### config.mk
export PLATFORM = sky130hd
export DESIGN_NAME = fp_to_int
export DESIGN_NICKNAME = d
export VERILOG_FILES = /design/src/rtl/fp_to_int.sv
export SDC_FILE = /design/constraint.sdc
export NUM_CORES = 1
export LEC_CHECK = 0
export ABC_AREA = 1
export BUFFER_PORTS_ARGS = -buffer_cell sky130_fd_sc_hd__buf_2
export CORE_MARGIN = 1
export CORE_UTILIZATION = 40
export CTS_BUF_LIST = sky130_fd_sc_hd__clkbuf_4
export DETAILED_ROUTE_END_ITERATION = 6
export GPL_ROUTABILITY_DRIVEN = 0
export GPL_TIMING_DRIVEN = 0
export PLACE_DENSITY = 0.6
export SYNTH_ARGS = -nofsm -noshare
export SYNTH_HDL_FRONTEND = slang
export SYNTH_SLANG_ARGS = --single-unit
### constraint.sdc
create_clock -name clk -period 5.4 [get_ports clk]
set_input_delay 0.27 -clock clk [delete_from_list [all_inputs] [get_ports clk]]
set_output_delay 0.27 -clock clk [all_outputs]
set_load 0.01 [all_outputs]
### src/rtl/fp_to_int.sv
// fp_to_int: IEEE-754 binary32 to int32/uint32 converter.
// The converter is a 3-stage elastic pipeline:
//   stage 1 unpacks and classifies the operand,
//   stage 2 aligns the significand and extracts the guard and sticky bits,
//   stage 3 rounds, checks the range, saturates and raises the flags.
// All three stages stall together whenever a result is held at the output.
// Optional feature: define FP_TO_INT_ROUND_NEAREST_EN to round to nearest, ties
// to even. Without it the converter truncates toward zero. Latency is the same
// in both builds.
module fp_to_int (
  input  logic        clk,
  input  logic        rst,
  input  logic        in_valid,
  output logic        in_ready,
  input  logic [31:0] opd,
  input  logic        is_signed,
  output logic        out_valid,
  input  logic        out_ready,
  output logic [31:0] res,
  output logic        nan,
  output logic        overflow,
  output logic        inexact
);

  logic        advance;

  // Stage valid bits and the registered outputs. Only these are reset.
  logic        s1Valid_q, s2Valid_q, s3Valid_q;
  logic [31:0] res_q, res_d;
  logic        nan_q, nan_d;
  logic        ovf_q, ovf_d;
  logic        inx_q, inx_d;

  // Stage 1 payload: the operand fields plus their classification.
  logic        s1Sign_q, s1Sign_d;
  logic        s1Signed_q, s1Signed_d;
  logic        s1Nan_q, s1Nan_d;
  logic        s1Big_q, s1Big_d;
  logic [7:0]  s1Exp_q, s1Exp_d;
  logic [23:0] s1Sig_q, s1Sig_d;

  // Stage 2 payload: the aligned integer magnitude and the bits shifted out.
  logic        s2Sign_q;
  logic        s2Signed_q;
  logic        s2Nan_q;
  logic        s2Big_q;
  logic [31:0] s2Mag_q, s2Mag_d;
  logic        s2Guard_q, s2Guard_d;
  logic        s2Sticky_q, s2Sticky_d;

  // Working signals for stages 2 and 3.
  logic [7:0]  leftShift, rightShift;
  logic [49:0] wide;
  logic        inc;
  logic [32:0] rounded;
  logic        lostBits;

  // The whole pipeline moves only when the output slot is free or is being drained.
  assign advance   = !s3Valid_q | out_ready;
  assign in_ready  = advance;
  assign out_valid = s3Valid_q;
  assign res       = res_q;
  assign nan       = nan_q;
  assign overflow  = ovf_q;
  assign inexact   = inx_q;

  // Stage 1: split the operand into fields and classify NaN and too-large values.
  always_comb begin
    s1Sign_d   = opd[31];
    s1Signed_d = is_signed;
    s1Exp_d    = opd[30:23];
    s1Sig_d    = {(opd[30:23] != 8'd0), opd[22:0]};
    s1Nan_d    = (opd[30:23] == 8'hFF) && (opd[22:0] != 23'd0);
    // Biased exponent 159 is an unbiased exponent of 32; from there on, and for
    // infinity, the value cannot fit in 32 bits.
    s1Big_d    = (opd[30:23] >= 8'd159) && !s1Nan_d;
  end

  // Stage 2: shift the 24-bit significand by e-23 (biased exponent minus 150).
  always_comb begin
    leftShift  = s1Exp_q - 8'd150;
    rightShift = 8'd150 - s1Exp_q;
    wide       = '0;
    s2Mag_d    = '0;
    s2Guard_d  = 1'b0;
    s2Sticky_d = 1'b0;
    if (s1Exp_q == 8'd0) begin
      // Zero and denormals have magnitude 0; any mantissa bit is lost precision.
      s2Sticky_d = |s1Sig_q[22:0];
    end else if (s1Nan_q || s1Big_q) begin
      s2Sticky_d = 1'b0;
    end else if (s1Exp_q >= 8'd150) begin
      s2Mag_d = {8'd0, s1Sig_q} << leftShift;
    end else if (rightShift > 8'd25) begin
      // Value is below 0.25: guard is 0 and the nonzero significand is all sticky.
      s2Sticky_d = 1'b1;
    end else begin
      wide       = {s1Sig_q, 26'd0} >> rightShift;
      s2Mag_d    = {8'd0, wide[49:26]};
      s2Guard_d  = wide[25];
      s2Sticky_d = |wide[24:0];
    end
  end

  // Stage 3: round the magnitude first, then range-check and saturate.
  always_comb begin
`ifdef FP_TO_INT_ROUND_NEAREST_EN
    inc = s2Guard_q & (s2Sticky_q | s2Mag_q[0]);
`else
    inc = 1'b0;
`endif
    rounded  = {1'b0, s2Mag_q} + {32'd0, inc};
    lostBits = s2Guard_q | s2Sticky_q;
    res_d    = rounded[31:0];
    nan_d    = 1'b0;
    ovf_d    = 1'b0;
    if (s2Nan_q) begin
      nan_d = 1'b1;
      res_d = s2Signed_q ? 32'h7FFF_FFFF : 32'hFFFF_FFFF;
    end else if (s2Big_q) begin
      ovf_d = 1'b1;
      if (s2Signed_q) res_d = s2Sign_q ? 32'h8000_0000 : 32'h7FFF_FFFF;
      else            res_d = s2Sign_q ? 32'h0000_0000 : 32'hFFFF_FFFF;
    end else if (s2Signed_q) begin
      if (!s2Sign_q) begin
        if (rounded > 33'h0_7FFF_FFFF) begin
          ovf_d = 1'b1;
          res_d = 32'h7FFF_FFFF;
        end
      end else if (rounded > 33'h0_8000_0000) begin
        ovf_d = 1'b1;
        res_d = 32'h8000_0000;
      end else begin
        res_d = 32'd0 - rounded[31:0];
      end
    end else begin
      if (!s2Sign_q) begin
        if (rounded[32]) begin
          ovf_d = 1'b1;
          res_d = 32'hFFFF_FFFF;
        end
      end else begin
        // Negative inputs can never be represented; only a zero rounded
        // magnitude escapes the overflow flag.
        ovf_d = (rounded != 33'd0);
        res_d = 32'd0;
      end
    end
    inx_d = lostBits & !nan_d & !ovf_d;
  end

  // Control path: valid bits and output registers, cleared by reset.
  always_ff @(posedge clk) begin
    if (rst) begin
      s1Valid_q <= 1'b0;
      s2Valid_q <= 1'b0;
      s3Valid_q <= 1'b0;
      res_q     <= '0;
      nan_q     <= 1'b0;
      ovf_q     <= 1'b0;
      inx_q     <= 1'b0;
    end else if (advance) begin
      s1Valid_q <= in_valid;
      s2Valid_q <= s1Valid_q;
      s3Valid_q <= s2Valid_q;
      res_q     <= res_d;
      nan_q     <= nan_d;
      ovf_q     <= ovf_d;
      inx_q     <= inx_d;
    end
  end

  // Data path: payload registers follow the valid bits and need no reset.
  always_ff @(posedge clk) begin
    if (advance) begin
      s1Sign_q   <= s1Sign_d;
      s1Signed_q <= s1Signed_d;
      s1Nan_q    <= s1Nan_d;
      s1Big_q    <= s1Big_d;
      s1Exp_q    <= s1Exp_d;
      s1Sig_q    <= s1Sig_d;
      s2Sign_q   <= s1Sign_q;
      s2Signed_q <= s1Signed_q;
      s2Nan_q    <= s1Nan_q;
      s2Big_q    <= s1Big_q;
      s2Mag_q    <= s2Mag_d;
      s2Guard_q  <= s2Guard_d;
      s2Sticky_q <= s2Sticky_d;
    end
  end

endmodule

==> Word-level counts from Yosys, hierarchy flattened <==
Index checks and enable logic that the tools add are counted.
{ "word_totals": {"rom_bits": 0, "ff_bits": 112, "output_inout_bits": 37, "latch_bits": 0, "n_memories": 0, "mem_bits_rw": 0, "input_bits": 37, "wordCells": 75} }
{ "op_classes": {"magnitude_cmp": 5, "reduce_logical": 15, "n_shift": 2, "mul": 0, "n_mux": 25, "n_div": 0, "add_sub_neg": 3, "eq_ne": 1, "bitwise_logic": 4} }
{ "op_table": {"columns": ["op", "n"], "rows": [
  ["$mux W32", 12],
  ["$shr A50 B8 Y50", 1],
  ["$reduce_bool A33 Y1", 1],
  ["$gt A32 B31 Y1 const B", 1],
  ["$gt A32 B32 Y1 const B", 1],
  ["$shl A24 B8 Y32", 1],
  ["$sub A1 B32 Y32 const A", 1],
  ["$reduce_or A25 Y1", 1],
  ["$mux W24", 1],
  ["$reduce_bool A23 Y1", 1],
  ["$reduce_or A23 Y1", 1],
  ["$ge A8 B8 Y1 const B", 2],
  ["$mux W1", 12],
  ["$eq A8 B8 Y1 const B", 1],
  ["$gt A8 B5 Y1 const B", 1],
  ["$logic_not A8 Y1", 1],
  ["$reduce_bool A8 Y1", 1],
  ["$sub A8 B8 Y8 const A", 1],
  ["$sub A8 B8 Y8 const B", 1],
  ["$logic_not A1 Y1", 4],
  ["$reduce_or A4 Y1", 1],
  ["$and A1 B1 Y1", 2],
  ["$logic_and A1 B1 Y1", 2],
  ["$or A1 B1 Y1", 2],
  ["other kinds (2)", 2]
]} }

==> Logic depth before layout (Yosys ltp) <==
{ "logic_depth": {"word_depth": 8, "ltp_mapped": 26, "depth_no_buf": 24} }

==> Least setup slack after synthesis <==
Ideal clock, no wire load.
{ "synth_path": {"kind": "flip-flop to flip-flop", "start": "register s1Exp_q[0]", "end": "register s2Sticky_q, data pin", "path_slack_ns": 2.063, "setup_ns": 0.256, "t_arrival_ns": 3.081, "path_stages_with_launch": 22, "t_required_ns": 5.144, "period_less_slack_ns": 3.337, "n_path_buf": 6, "cell_sequence": "edfxtp_1 > buf_4 > inv_4 > clkbuf_1 > buf_2 > buf_1 > ha_1 > clkbuf_1 > buf_1 > o21ai_0 > nand3_1 > nand2_1 > nor2_1 > nand2_1 > a21oi_1 > nand3_1 > nand3_1 > nand2_1 > inv_1 > nand2_1 > nand2_1 > nand2_1"} }
{ "synth_between": {"elab_chain_len": 7, "word_cells_on_any_way": 10, "classes_between": "1 x add/sub; 2 x order compare; 1 x shift; 4 x mux; 2 x reduce/logical"} }
{ "synth_rtl": {"columns": ["item", "line", "source"], "rows": [
  ["start: declaration", "39", "logic [7:0] s1Exp_q, s1Exp_d;"],
  ["start signal: assignment", "180", "s1Exp_q <= s1Exp_d;"],
  ["$sub A8 B8 Y8", "82", "rightShift = 8'd150 - s1Exp_q;"],
  ["$shr A50 B8 Y50", "98", "wide = {s1Sig_q, 26'd0} >> rightShift;"],
  ["$reduce_or A25 Y1", "101", "s2Sticky_d = |wide[24:0];"],
  ["$mux W1", "94", "end else if (rightShift > 8'd25) begin"],
  ["$mux W1", "92", "end else if (s1Exp_q >= 8'd150) begin"],
  ["$mux W1", "90", "end else if (s1Nan_q || s1Big_q) begin"],
  ["$mux W1 *", "87", "if (s1Exp_q == 8'd0) begin"],
  ["via s2Sticky_d", "49", "logic s2Sticky_q, s2Sticky_d;"],
  ["end signal: assignment", "188", "s2Sticky_q <= s2Sticky_d;"],
  ["end: declaration", "49", null]
]} }
The timed path passes the listed nets; every way through them passes the cells marked *.
A chain may end at the register's enable or synchronous reset.

==> Final worst setup path <==
Same ends and word-level chain as after synthesis.

==> summary.md <==
| Metric | Value |
|---|---|
| Gr ovfl total | `0` |
| FMAX | `between 0.2 and 0.25 GHz` |
| CP Launch Point | `s1Exp_q[0]` |
| Starting Density | `between 40% and 50%` |
| Hold Buf Count CTS | `35` |
| Post-synth ARST share | `0%` |
| Worst path cell trace | `buf_4, inv_4, clkbuf_1, buf_2, buf_1, ha_1, clkbuf_1, buf_1, o21ai_0, nand3_1, nand2_1, nor2_1, nand2_1, a21oi_1, nand3_1, nand3_1, nand2_1, inv_1, nand2_1, nand2_1, nand2_1` |
| Slew headroom | `~18%` |
| Global Route Usage Sum | `between 20% and 30%` |
| Final Max Slew Viols | `0` |
| Largest area contributor in the netlist | `edfxtp_1` |
| Cell Pwr Density | `~260 mW/mm2` |
| Sequential-to-total area share from yosys stat | `roughly a third` |
| CTS Buffer Depth | `2` |
| Crit path launch type | `flop` |
| Non-Filler Instances | `approximately 1,700` |
| Final hold violations | `0` |
| Share of cells above drive strength 1 | `under 10%` |
| Synth cell types | `50` |
| Clk Latency, worst-skew pair | `0.51 ns` |
| Reg clk slew, reported paths | `about 0.18 ns` |
| IO Count | `74` |
| Max IR drop VDD | `~0.00013 V` |
| Final Setup Violations | `0` |
| Leading register cell type out of synthesis | `edfxtp_1` |
| Crit Path Category | `flop to flop` |
| Unrepaired setup endpoints after global routing | `false` |
| Wire per inst | `approximately 17 um` |
| Final nets | `roughly 1,500` |
| H-tree Lvls | `3` |
| Die H | `151 um` |
| HP Class | `primary input to flop` |
| Syn. warnings | `0` |
| Max cap viols | `0` |
| Final TNS setup | `0 ns` |
| Placed cell areas | `0.00961 mm2` |
| Row count | `between 50 and 60` |
| Fin Clk Skew | `around 0.02 ns` |
| Vias/cell | `5.67` |
| Worst reg2reg path startpoint | `s1Exp_q[0]` |
| Synthesized area per cell | `roughly 6.7 um2` |
| Num CTS Buffers | `9` |
| DRT Wirelength | `~30,000 um` |
| DRC violations left | `0` |
| Mux contribution to synthesized area | `less than 1%` |
| Post-CTS Setup Bufs | `0` |
| Antenna Nets Post-Route | `0` |
| CTS tree | `done` |
| Cell mode on critical path | `nand2_1` |
| Share of the synthesized area in the top cell type | `roughly 25%` |
| Clock root cell | `clkbuf_4` |
| Vias in the first global route | `around 8,600` |
| Final instance area | `just over 0.01 mm2` |
| Mapped Cells | `1,321` |
| Final period utilization | `between 80 and 90%` |
| Core footprint | `about 0.022 mm2` |
| Worst slew pin tran | `1.22 ns` |
| CP peak stage delay | `~0.49 ns` |
| Initial antenna violation count | `1` |
| Worst path required time | `approximately 5.7 ns` |
| Post-synthesis simple-gate area fraction | `around 36%` |
| # clock sinks | `around 110` |
| Crit Path Max Fanout | `11` |
| DR pass1 iterations | `6` |
| Largest family of logic cells by synthesized area | `simple AND/OR/NAND/NOR gates` |
| Synth Register Bits | `112` |
| Port bufs | `73` |
| Slowest-stage cell, CP | `edfxtp_1` |
| Status | `finished, final reports clean` |
| Met3 WL | `slightly below 2000 um` |
| DP HPWL | `about 23,000 um` |
| CP endpoint kind | `flop` |
| Die ar. | `around 0.023 mm2` |
| Top cells by instance count after synthesis | `346 x nand2_1, 161 x nand3_1, 129 x o21ai_0, 107 x nor2_1, 80 x inv_1` |
| Largest cells by area after synthesis | `edfxtp_1 25%, nand2_1 15%, nand3_1 9.1%, dfxtp_1 8.6%, o21ai_0 7.3%` |
| Post-synthesis xor/xnor area fraction | `3.64%` |
| Die W | `about 150 um` |
| EDFF count, synth | `74` |
| Compound-Gate Fraction of Synth Area | `16.6%` |
| Largest net degree at the start of global routing | `73` |
| HP Start | `out_ready` |
| Metal1 wirelength | `between 10,000 and 15,000 um` |
| Count leader, synth | `nand2_1` |
| Met2 WL post-DR | `around 14,000 um` |
| Post-placement cell count | `1,675` |
| Global-route wire length before repair | `about 46,000 um` |
| Layout area overhead | `14.1%` |
| Lkg Pwr | `between 4 and 5 nW` |
| Starting DRC count in detailed routing | `781` |
| # resized after CTS | `0` |
| WP data arrival | `around 4.8 ns` |
| Syn Nets | `approximately 1,400` |
| Mapped Area | `slightly below 0.009 mm2` |
| Post-Synth Adder-Cell Area | `less than 1%` |
| Final Util | `46.5%` |
| Fin crit period | `around 4.6 ns` |
| Total number of vias | `between 9,000 and 10,000` |
| Top Metal Used | `met4` |
==> area by class of cell <==
class / count / area [um2]
fillers: 2308 / 11600
multi-input cells: 1039 / 5170
flip-flops and latches: 112 / 2980
repair buffers: 109 / 743
plain buffers: 77 / 363
inverters: 93 / 352
well taps: 280 / 350
clock inverters: 6 / 76.3
clock buffers: 10 / 75.1
diodes: 1 / 2.50
==> sequential cells by signal, indices dropped and copies added, names as in the netlist, 8 cells and up <==
signal and flops:
s2Mag_q 32, s1Exp_q 8, res 32, s1Sig_q 24
==> placed cells by master, fill, tap and decap left out, drive strengths merged, types with 7 or more instances in the layout <==
cell	count
a21oi	71
buf	105
clkbuf	56
clkinv	7
dfxtp	38
dlygate4sd3	35
edfxtp	74
ha	7
inv	91
mux2i	7
nand2	350
nand3	162
nand4	57
nor2	111
nor3	19
nor4	19
o211ai	13
o21ai	141
o221ai	9
o22ai	14
xor2	30
==> worst paths after layout <==
path                     end  slack (ns)  depth (start not counted)
setup / recovery  s2Sticky_q        0.83                         21
hold / removal       inexact        0.07                          4
setup reg to reg  s2Sticky_q        0.83                         21
hold reg to reg   s2Signed_q        0.44                          0
==> cell families (layout without fill, tap and decap cells) <==
family / count (synthesis) / count (layout)
muxes: 7 / 7
AOI/OAI and AO/OA: 266 / 266
xor gates and xnor gates: 36 / 36
and+or+nand+nor: 723 / 723
other: 0 / 1
DFF: 112 / 112
buffers and inverters: 170 / 295
adders and majority gates: 7 / 7
==> worst max-delay path, delay by kind of cell (launching register included) <==
kind            cells  cell delay (ns)
buf+inv             8             2.25
flops               1             0.49
simple gates       10             0.97
fa+ha+maj           1             0.23
compound gates      2             0.35
==> through the flow <==
stage	hold slack (ns)	power, mW	worst slack (ns)
6_report	0.0667	2.63	0.830
5_1_grt	0.0434	2.80	0.454
4_1_cts	0.0274	2.61	0.961
3_5_place_dp	0.405	2.14	0.983
3_3_place_gp	0.417	2.14	0.948
2_1_floorplan	0.339	1.83	2.06
==> layer usage <==
layer | track usage [%] | up-vias
li1 | - | 4823
met1 | 32.6 | 4418
met2 | 45.6 | 472
met3 | 3.16 | 87
met4 | 11.9 | 0
met5 | 0 | -
==> power by group <==
group	switching (mW)	total, mW	internal (mW)
clock network	0.300	0.454	0.154
registers	0.0712	1.06	0.991
logic	0.738	1.11	0.371
No activity file was read; power rests on OpenSTA's default activity.
